<file path="config.mk">
export PLATFORM = sky130hd
export DESIGN_NAME = shift_sequencer
export DESIGN_NICKNAME = d
export VERILOG_FILES = /design/src/rtl/shift_sequencer.sv
export SDC_FILE = /design/constraint.sdc
export NUM_CORES = 1
export LEC_CHECK = 0
export CORE_ASPECT_RATIO = 1.4
export CORE_MARGIN = 2
export CORE_UTILIZATION = 55
export DETAILED_ROUTE_END_ITERATION = 7
export DONT_BUFFER_PORTS = 1
export GPL_ROUTABILITY_DRIVEN = 0
export PLACE_DENSITY = 0.7
export SYNTH_ARGS = -nofsm -noshare
export SYNTH_HDL_FRONTEND = slang
export SYNTH_SLANG_ARGS = --single-unit
</file>
<file path="constraint.sdc">
create_clock -name clk_i -period 3.4 [get_ports clk_i]
set_input_delay 0.51 -clock clk_i [delete_from_list [all_inputs] [get_ports clk_i]]
set_output_delay 0.51 -clock clk_i [all_outputs]
set_load 0.005 [all_outputs]
</file>
<file path="src/rtl/shift_sequencer.sv">
// shift_sequencer: turns one accepted job into a stream of barrel-shifter commands.
// Latency: first command valid the cycle after accept; one command per cycle when ready is high.
// Backpressure: cmd_* outputs hold while cmd_ready_i is low; jobs are accepted only in IDLE.
// Optional build macro SHIFT_SEQUENCER_PINGPONG_EN toggles direction on every handshake.
module shift_sequencer #(
   parameter int DATA_WIDTH = 8,
   parameter int AMT_WIDTH  = 3,
   parameter int CNT_WIDTH  = 4
) (
   input  logic                  clk_i,
   input  logic                  reset_i,
   input  logic                  start_valid_i,
   output logic                  start_ready_o,
   input  logic [DATA_WIDTH-1:0] data_i,
   input  logic [AMT_WIDTH-1:0]  amount_i,
   input  logic [AMT_WIDTH-1:0]  step_i,
   input  logic [CNT_WIDTH-1:0]  count_i,
   input  logic                  direction_i,
   input  logic                  abort_i,
   output logic                  cmd_valid_o,
   input  logic                  cmd_ready_i,
   output logic [DATA_WIDTH-1:0] cmd_data_o,
   output logic [AMT_WIDTH-1:0]  cmd_amount_o,
   output logic                  cmd_direction_o,
   output logic                  cmd_last_o,
   output logic                  busy_o,
   output logic                  done_o
);

   typedef enum logic [1:0] {
      IDLE   = 2'd0,
      ISSUE  = 2'd1,
      FINISH = 2'd2
   } state_t;

   state_t                state;
   state_t                next_state;
   logic [DATA_WIDTH-1:0] data_q;
   logic [AMT_WIDTH-1:0]  amount_q;
   logic [AMT_WIDTH-1:0]  step_q;
   logic                  dir_q;
   logic [CNT_WIDTH-1:0]  remaining;

   logic accept;
   logic handshake;
   logic on_last;

   assign accept    = (state == IDLE) && start_valid_i;
   assign handshake = (state == ISSUE) && cmd_ready_i;
   assign on_last   = (remaining == CNT_WIDTH'(1));

   // State register.
   always_ff @(posedge clk_i or posedge reset_i) begin
      if (reset_i) begin
         state <= IDLE;
      end else begin
         state <= next_state;
      end
   end

   // Next-state logic; abort and the final handshake both end the job through FINISH.
   always_comb begin
      next_state = state;
      case (state)
         IDLE: begin
            if (start_valid_i) begin
               next_state = (count_i == '0) ? FINISH : ISSUE;
            end
         end
         ISSUE: begin
            if (abort_i || (cmd_ready_i && on_last)) begin
               next_state = FINISH;
            end
         end
         FINISH: begin
            next_state = IDLE;
         end
         default: begin
            next_state = IDLE;
         end
      endcase
   end

   // Job registers: latched at accept, advanced on every command handshake.
   always_ff @(posedge clk_i or posedge reset_i) begin
      if (reset_i) begin
         data_q    <= '0;
         amount_q  <= '0;
         step_q    <= '0;
         dir_q     <= 1'b0;
         remaining <= '0;
      end else if (accept) begin
         data_q    <= data_i;
         amount_q  <= amount_i;
         step_q    <= step_i;
         dir_q     <= direction_i;
         remaining <= count_i;
      end else if (handshake) begin
         // Amount wraps naturally at the register width.
         amount_q  <= amount_q + step_q;
         remaining <= remaining - CNT_WIDTH'(1);
`ifdef SHIFT_SEQUENCER_PINGPONG_EN
         dir_q     <= ~dir_q;
`else
         dir_q     <= dir_q;
`endif
      end
   end

   assign start_ready_o   = (state == IDLE);
   assign cmd_valid_o     = (state == ISSUE);
   assign cmd_last_o      = (state == ISSUE) && on_last;
   assign busy_o          = (state != IDLE);
   assign done_o          = (state == FINISH);
   assign cmd_data_o      = data_q;
   assign cmd_amount_o    = amount_q;
   assign cmd_direction_o = dir_q;

endmodule

</file>
# Word-level counts from Yosys, hierarchy flattened
# Cells that the tools add are included.
# word_totals
regBits	21
input_bits	24
out_inout_bits	17
# classes
muxes	8
eq_ne	5
addsub	2
n_reduce_logical	10
# op_table
cell	count
4-bit 2-to-1 mux	2
2-bit 2-to-1 mux	3
3-bit 2-to-1 mux	2
4-bit by 1-bit equality test with 1-bit output (second input constant)	1
1-bit logical AND	4
4-bit logical NOT	1
2-bit case mux with 2 select lines	1
2-bit nonzero test	2
4-bit by 1-bit subtractor with 4-bit output (second input constant)	1
3-bit adder	1
2-bit by 1-bit equality test with 1-bit output (second input constant)	1
2-bit equality test (second input constant)	1
2-bit logical NOT	1
2-bit by 1-bit inequality test with 1-bit output (second input constant)	1
2-bit inequality test (second input constant)	1
2-bit AND reduction	1
1-bit logical OR	1

# Depth between registers and ports, before layout
# Gate-level depths: netlist of run 1.
# depth
word_depth	5
ltp_mapped	5

# Worst setup path after synthesis of run 1
# OpenSTA, ideal clock, no wires.
# synth_timing
path_kind	register to register
startpoint	register amount_q[0], in the netlist cmd_amount_o[0]
endpoint	register amount_q[2], in the netlist cmd_amount_o[2]
path_stages_with_launch	6
setup_ns	0.126
arrival_time_ns	1.481
n_path_buf	0
setup_slack_ns	1.793
period_less_slack_ns	1.607
required_ns	3.274
cell_sequence	dfrtp_1 ha_1 fa_1 xor2_1 nor3b_1 a221o_1
# synth_via
elab_chain_len	3
# synth_rtl
element	line_no	rtl
start: declaration	39	logic [AMT_WIDTH-1:0] amount_q;
start signal: assignment	94	amount_q <= amount_i;
start signal: assignment	100	amount_q <= amount_q + step_q;
3-bit adder	100	
3-bit 2-to-1 mux	98	end else if (handshake) begin
3-bit 2-to-1 mux	92	end else if (accept) begin
# No other way between the ends. The select of a mux whose other input is x is not followed.
# A chain may end at the register's enable or synchronous reset.

# Worst setup path in the final report of run 1
# layout_timing
startpoint	register state[0]
endpoint	register remaining[2]
# layout_via
elab_chain_len	3
# layout_rtl
element	line_no	rtl
start: declaration	36	state_t state;
start signal: assignment	57	state <= next_state;
2-bit by 1-bit equality test with 1-bit output / 2-bit logical NOT (equally long branches)	49, 48	
1-bit logical AND, on equally long branches	49, 48	
2-bit nonzero test (no source line) / 4-bit 2-to-1 mux (equally long branches)	n/a	
end signal: assignment	97	remaining <= count_i;
end signal: assignment	101	remaining <= remaining - CNT_WIDTH'(1);
end: declaration	42	logic [CNT_WIDTH-1:0] remaining;
# Parallel ways exist; a longest one is shown, timed or not.

==> impl_results.md, run 1 <==
- Clock Path Buffers: 2
- FFs w/ async S/R, synth: 100.0%
- Synth warn: 0
- Clk_lat worst skew: ~300 ps
- Power per cell area: between 900 and 1000 mW/mm^2
- Non-Filler Cell Area, Final: ~0.0010 mm^2
- CTS tree: done
- Clock Skew: ~4.2 ps
- CTS clk-pin slew, worst paths: roughly 110 ps
- Largest net degree at the start of global routing: 27
- Syn Nets: between 100 and 150
- Ys flop type: dfrtp_1
- Max-slew violation count: 0
- Nets@finish: 109
- H-tree Lvls: 1
- Tmin final: 1945 ps
- DP HPWL: ~1300 um
- CP Max Fanout: 26
- First-pass GRT wire length: 2649 um
- MaxCap Viol Count: 0
- Critical path data required time: approximately 3600 ps
- Syn Area/Cell: between 10 and 15 um^2
- Num CTS Buffers: 3
- Final setup TNS: 0 ps
- Met2 wire length: roughly 920 um
- Crit path kind: flop to flop
- Critical R2R Capture: remaining[2]
- Syn Inst Count: a little under 80
- Initial antenna violation count: 0
- DP Area: about 0.0010 mm^2
- Overall Global Routing Usage: 17.83%
- Finish-stage setup viols: 0
- Pre-CTS WS: 1419 ps
- R2r setup slk: roughly 1500 ps
- FP Rows: 18
- Area share of the largest cell type after synthesis: between 50% and 60%
- DR WL met3: 139 um
- Top sig layer: met4
- FF-to-FF Start: state[0]
- I/O Buffers: 0
- Outcome: finished, final reports clean
- Mapped cell area: just over 0.001 mm^2
- Area Overhead vs Synth: 2.454%
- # clock sinks: 21
- Die Y: about 55 um
- Drt first pass iters: 2
- Via count: 599
- # IOs: about 40
- Wire per inst: approximately 17 um
- Critical Path End: remaining[2]
- Fin worst setup slack: 1455 ps
- Startpoint Class: flop
- Slew @ Worst Pin: approximately 1100 ps
- CP Capture Type: flop
- Flops & latches, synth: 21
- Worst hold path class: input pin to asynchronous set/reset pin
- Final Cycle Share: between 50% and 60%
- Critical path arrival: between 2000 and 2500 ps
- RSZ-0062 raised after global routing: false
- Die Wd: between 40 and 50 um
- Sequential element share of the synthesized area: about half
- DRC: 0
- Post-CTS sizing: 0
- Vias per cell: between 5 and 6
- Total global routing overflow: 0
- Share of cells above drive strength 1: 21.25%
- Antenna cells: 0
- Largest area contributor in the netlist: dfrtp_1
- Core ar.: about 0.0018 mm^2
- Starting Density: 58.05%
- Worst r2r path cells: 3
- Post-CTS Hold Fix Bufs: 0
- Detailed-route wire length: roughly 1700 um
- CP startpoint: state[0]
- Most common cell after layout, fill and taps aside: dfrtp_1
- DR iter-0 viols: 10
- Synth area leaders: dfrtp_1, mux2_2, a221o_1
- Peak supply drop: roughly 0.5 mV
- Number of synthesized flops with an enable pin: 0
- Met1 WL: roughly 670 um
- Final hold violation count: 0
- Vias in the first global route: roughly 650
- Die Area: between 0.002 and 0.0025 mm^2
- Routed Antenna Nets: 0
- Max_slew headroom: roughly 30%
- Synth unique cells: 23
- Pleak: 0.4791 nW
- Post-CTS Setup Bufs: 0
- FMAX: 514.1 MHz
- Most frequent cells in the layout: dfrtp_1, mux2_2, mux2i_1, a221o_1, inv_1
- Clock root cell: clkbuf_4
==> flip-flops by register name, indices dropped and copies added (netlist names) <==
signal	flops
cmd_data_o	8
cmd_amount_o	3
step_q	3
state	2
cmd_direction_o	1
remaining	4
==> through the flow <==
stage	power [mW]	util (%)	hold WS [ps]	cells
2_1_floorplan	0.7894	-	484.9	79
3_3_place_gp	0.8278	57.91	496.8	96
3_5_place_dp	0.8570	57.91	520.4	96
4_1_cts	0.9714	59.47	243.5	100
5_1_grt	1.040	59.47	286.8	100
6_report	0.9613	59.47	214.0	100
==> how the worst min path moves through the flow <==
stage	startpoint	to	cells after the start
after floorplan	step_q[0]	step_q[0]	1
after global placement	step_q[0]	step_q[0]	1
after global routing	reset_i	cmd_data_o[6]	1
after CTS	reset_i	remaining[0]	1
final	reset_i	remaining[0]	1
after detailed placement	step_q[0]	step_q[0]	1
==> critical path, cell delays in order (launching register included) <==
cell and delay [ps]:
dfrtp_1 460, nor3b_4 870, mux2i_1 170, a221o_1 330
==> cell usage after synthesis, drive strengths merged (2+ instances only) <==
library cell / instances
mux2i: 5
inv: 5
nor2b: 3
buf: 3
o21ai: 2
nor2: 3
a221o: 5
dfrtp: 21
ha: 3
nor3b: 5
nand2: 3
mux2: 12
==> cell families (layout without fill, tap and decap cells) <==
logic type                 count (synthesis)  in the layout  share of synthesized area (%)
DFF                                       21             21                          51.53
adders and majority gates                  4              4                          5.645
and+or+nand+nor                           18             18                          11.41
xor gates and xnor gates                   1              1                         0.8591
muxes                                     17             17                          18.16
buffers and inverters                      8              9                          4.539
AOI/OAI and AO/OA                         10             10                          7.853
==> report_power, final <==
group          internal, mW  switching, mW  total (mW)
clock network        0.0438         0.0731       0.117
logic                 0.195          0.160       0.355
registers             0.375          0.115       0.489
total                 0.613          0.348       0.961
==> metal layers <==
metal	track usage [%]	vias up
li1	-	281
met1	20.22	293
met2	30.69	23
met3	5.200	2
met4	6.667	0
met5	0	-
==> final cells by class <==
cell class / count / area (um^2)
multi-input cells: 50 / 447.9
flip-flops and latches: 21 / 525.5
inverters: 5 / 18.77
clock buffers: 3 / 22.52
clock inverters: 1 / 5.005
fillers: 157 / 711.9
well taps: 20 / 25.02
Note: power is estimated with default switching activity, not from simulation.
==> run 2: changes to the inputs <==
--- a/config.mk
+++ b/config.mk
@@ -5,13 +5,14 @@
 export SDC_FILE = /design/constraint.sdc
 export NUM_CORES = 1
 export LEC_CHECK = 0
+export ABC_AREA = 1
 export CORE_ASPECT_RATIO = 1.4
 export CORE_MARGIN = 2
-export CORE_UTILIZATION = 55
+export CORE_UTILIZATION = 54
 export DETAILED_ROUTE_END_ITERATION = 7
 export DONT_BUFFER_PORTS = 1
 export GPL_ROUTABILITY_DRIVEN = 0
-export PLACE_DENSITY = 0.7
+export PLACE_DENSITY = 0.72
 export SYNTH_ARGS = -nofsm -noshare
 export SYNTH_HDL_FRONTEND = slang
 export SYNTH_SLANG_ARGS = --single-unit
==> constraint.sdc (replaced) <==
create_clock -name clk_i -period 1.75 [get_ports clk_i]
set_input_delay 0.2625 -clock clk_i [delete_from_list [all_inputs] [get_ports clk_i]]
set_output_delay 0.2625 -clock clk_i [all_outputs]
set_load 0.005 [all_outputs]
==> impl_results.md, run 2 <==
- FFs w/ async S/R, synth: 100.0%
- Hold WS: 60.90 ps
- Clk_lat worst skew: around 300 ps
- Die Wd: roughly 42 um
- I/O Buffers: 0
- Total global routing overflow: 0
- RSZ-0062 raised after global routing: false
- Finish-stage setup viols: 0
- Drt first pass iters: 3
- Initial antenna violation count: 0
- CP Max Fanout: 3
- Tmin final: between 1000 and 1500 ps
- Synth warn: 0
- Clock root cell: clkbuf_4
- CTS tree: done
- Sequential element share of the synthesized area: a little under 50%
- Wire per inst: ~13 um
- Pleak: 0.6437 nW
- Starting Density: a little under three fifths
- H-tree Lvls: 1
- DR iter-0 viols: 3
- Nets@finish: 175
- Flops & latches, synth: 21
- Critical path data required time: 1950 ps
- Outcome: finished, final reports clean
- Max_slew headroom: 70.92%
- Max-slew violation count: 0
- Synth unique cells: 17
- Largest register FFs: 8
- Share of cells above drive strength 1: under 10%
- Non-Filler Cell Area, Final: 0.001132 mm^2
- CP max stage delay: between 400 and 500 ps
- # clock sinks: 21
- Largest area contributor in the netlist: dfrtp_1
- Clock Path Buffers: 2
- Ys flop type: dfrtp_1
- Most frequent cells in the layout: nand2_1, dfrtp_1, inv_1, nand3_1, nor2_1
- First-pass GRT wire length: between 3000 and 4000 um
- Final hold violation count: 0
- Post-CTS Setup Bufs: 0
- Worst path top cell family by delay: adder cells
- CP max stage cell: dfrtp_1
- Peak supply drop: ~1.2 mV
- CP Capture Type: flop
- Crit path kind: flop to flop
- Routed Antenna Nets: 0
- Critical path arrival: about 1600 ps
- R2r setup slk: ~320 ps
- DP Area: 0.001096 mm^2
- Pre-CTS WS: 327.5 ps
- Most frequent cells after synthesis: nand2_1, dfrtp_1, inv_1, nand3_1, nor2_1
- DRC: 0
- FMAX: between 700 and 800 MHz
- Vias per cell: 5.323
- Via count: 889
- Fin worst setup slack: ~320 ps
- Worst hold path class: input pin to flop
- FP Rows: 19
- Syn Inst Count: about 140
- Final setup TNS: 0 ps
- Final Cycle Share: approximately 82%
- Number of synthesized flops with an enable pin: 0
- Die Y: ~57 um
- Vias in the first global route: approximately 900
- Top-count cell post-synth: nand2_1
- Antenna cells: 0
- Syn Nets: 170
- Crit-path cells: ha_1 > fa_1 > inv_1 > nand2_1 > nand3_1 > nand2_1
- Power per cell area: between 1500 and 2000 mW/mm^2
- Synth area leaders: dfrtp_1, nand2_1, nand3_1
- Slew @ Worst Pin: between 400 and 500 ps
- Num CTS Buffers: 3
- Syn Area/Cell: 7.595 um^2
- Clock Skew: between 3 and 4 ps
- Die Area: between 0.002 and 0.0025 mm^2
- Area share of the largest cell type after synthesis: between 40 and 50%
- CP bufs+invs: 1
- # IOs: 41
- Detailed-route wire length: around 2100 um
- Overall Global Routing Usage: ~20%
- Most common cell after layout, fill and taps aside: nand2_1
- Startpoint Class: flop
- MaxCap Viol Count: 0
- Crit path top cell by count: nand2_1
- Mapped cell area: 0.001079 mm^2
- DP HPWL: about 1600 um
- CTS clk-pin slew, worst paths: between 100 and 150 ps
- Largest net degree at the start of global routing: 22
- Core ar.: 0.001926 mm^2
- Area Overhead vs Synth: 4.989%
run 2: where the power goes:
| group | internal, mW | switching (mW) |
|---|---|---|
| clock | 0.0889 | 0.142 |
| combinational | 0.299 | 0.521 |
| sequential | 0.723 | 0.208 |
| total | 1.11 | 0.872 |
run 2: timing repair:
item | 4_1_cts | 5_1_grt
gates resized for setup | 0 | 0
hold buffers | 1 | 0
hold endpoints to repair | 21 | 0
run 2: logic make-up (layout without fill, tap and decap cells):
group                    Yosys count  in the layout  synth area share (%)
buffers and inverters             19             23                 7.424
AND/OR/NAND/NOR                   95             95                 36.78
AO/OA/AOI/OAI                      2              2                0.9281
adder cells (fa/ha/maj)            4              4                 5.337
XOR/XNOR                           1              1                0.8122
flip-flops                        21             21                 48.72
run 2: path summary, 6_finish.rpt:
path	to	cells past startpoint	from
setup reg to reg	cmd_amount_o[1]	6	cmd_amount_o[0]
hold reg to reg	step_q[0]	2	step_q[0]
setup / recovery	cmd_amount_o[1]	6	cmd_amount_o[0]
max in group asynchronous	cmd_amount_o[1]	3	reset_i
hold / removal	cmd_data_o[0]	2	data_i[0]
min in group asynchronous	cmd_data_o[0]	3	reset_i
run 2: final cells by class:
cell class                 instances  area [um^2]
fill                             182        793.3
sequential                        21        525.5
multi-input combinational        102        473.0
inverter                          17        63.81
clock buffer                       4        26.28
tap                               21        26.28
timing repair buffer               2        17.52
run 2: layer usage:
layer  vias up  track usage (%)  share of wire, %
met5         -                0                 0
li1        442                -                 -
met4         0            11.52               2.1
met1       417            19.96                41
met3         4            3.215               4.1
met2        26            36.16                53
run 2: per-stage QoR:
step / std cells / power [mW] / utilization (%)
4_1_cts: 167 / 2.006 / 58.80
6_report: 167 / 1.983 / 58.80
5_1_grt: 167 / 2.189 / 58.80
3_5_place_dp: 162 / 1.772 / 56.92
2_1_floorplan: 142 / 1.596 / -
3_3_place_gp: 162 / 1.725 / 56.92
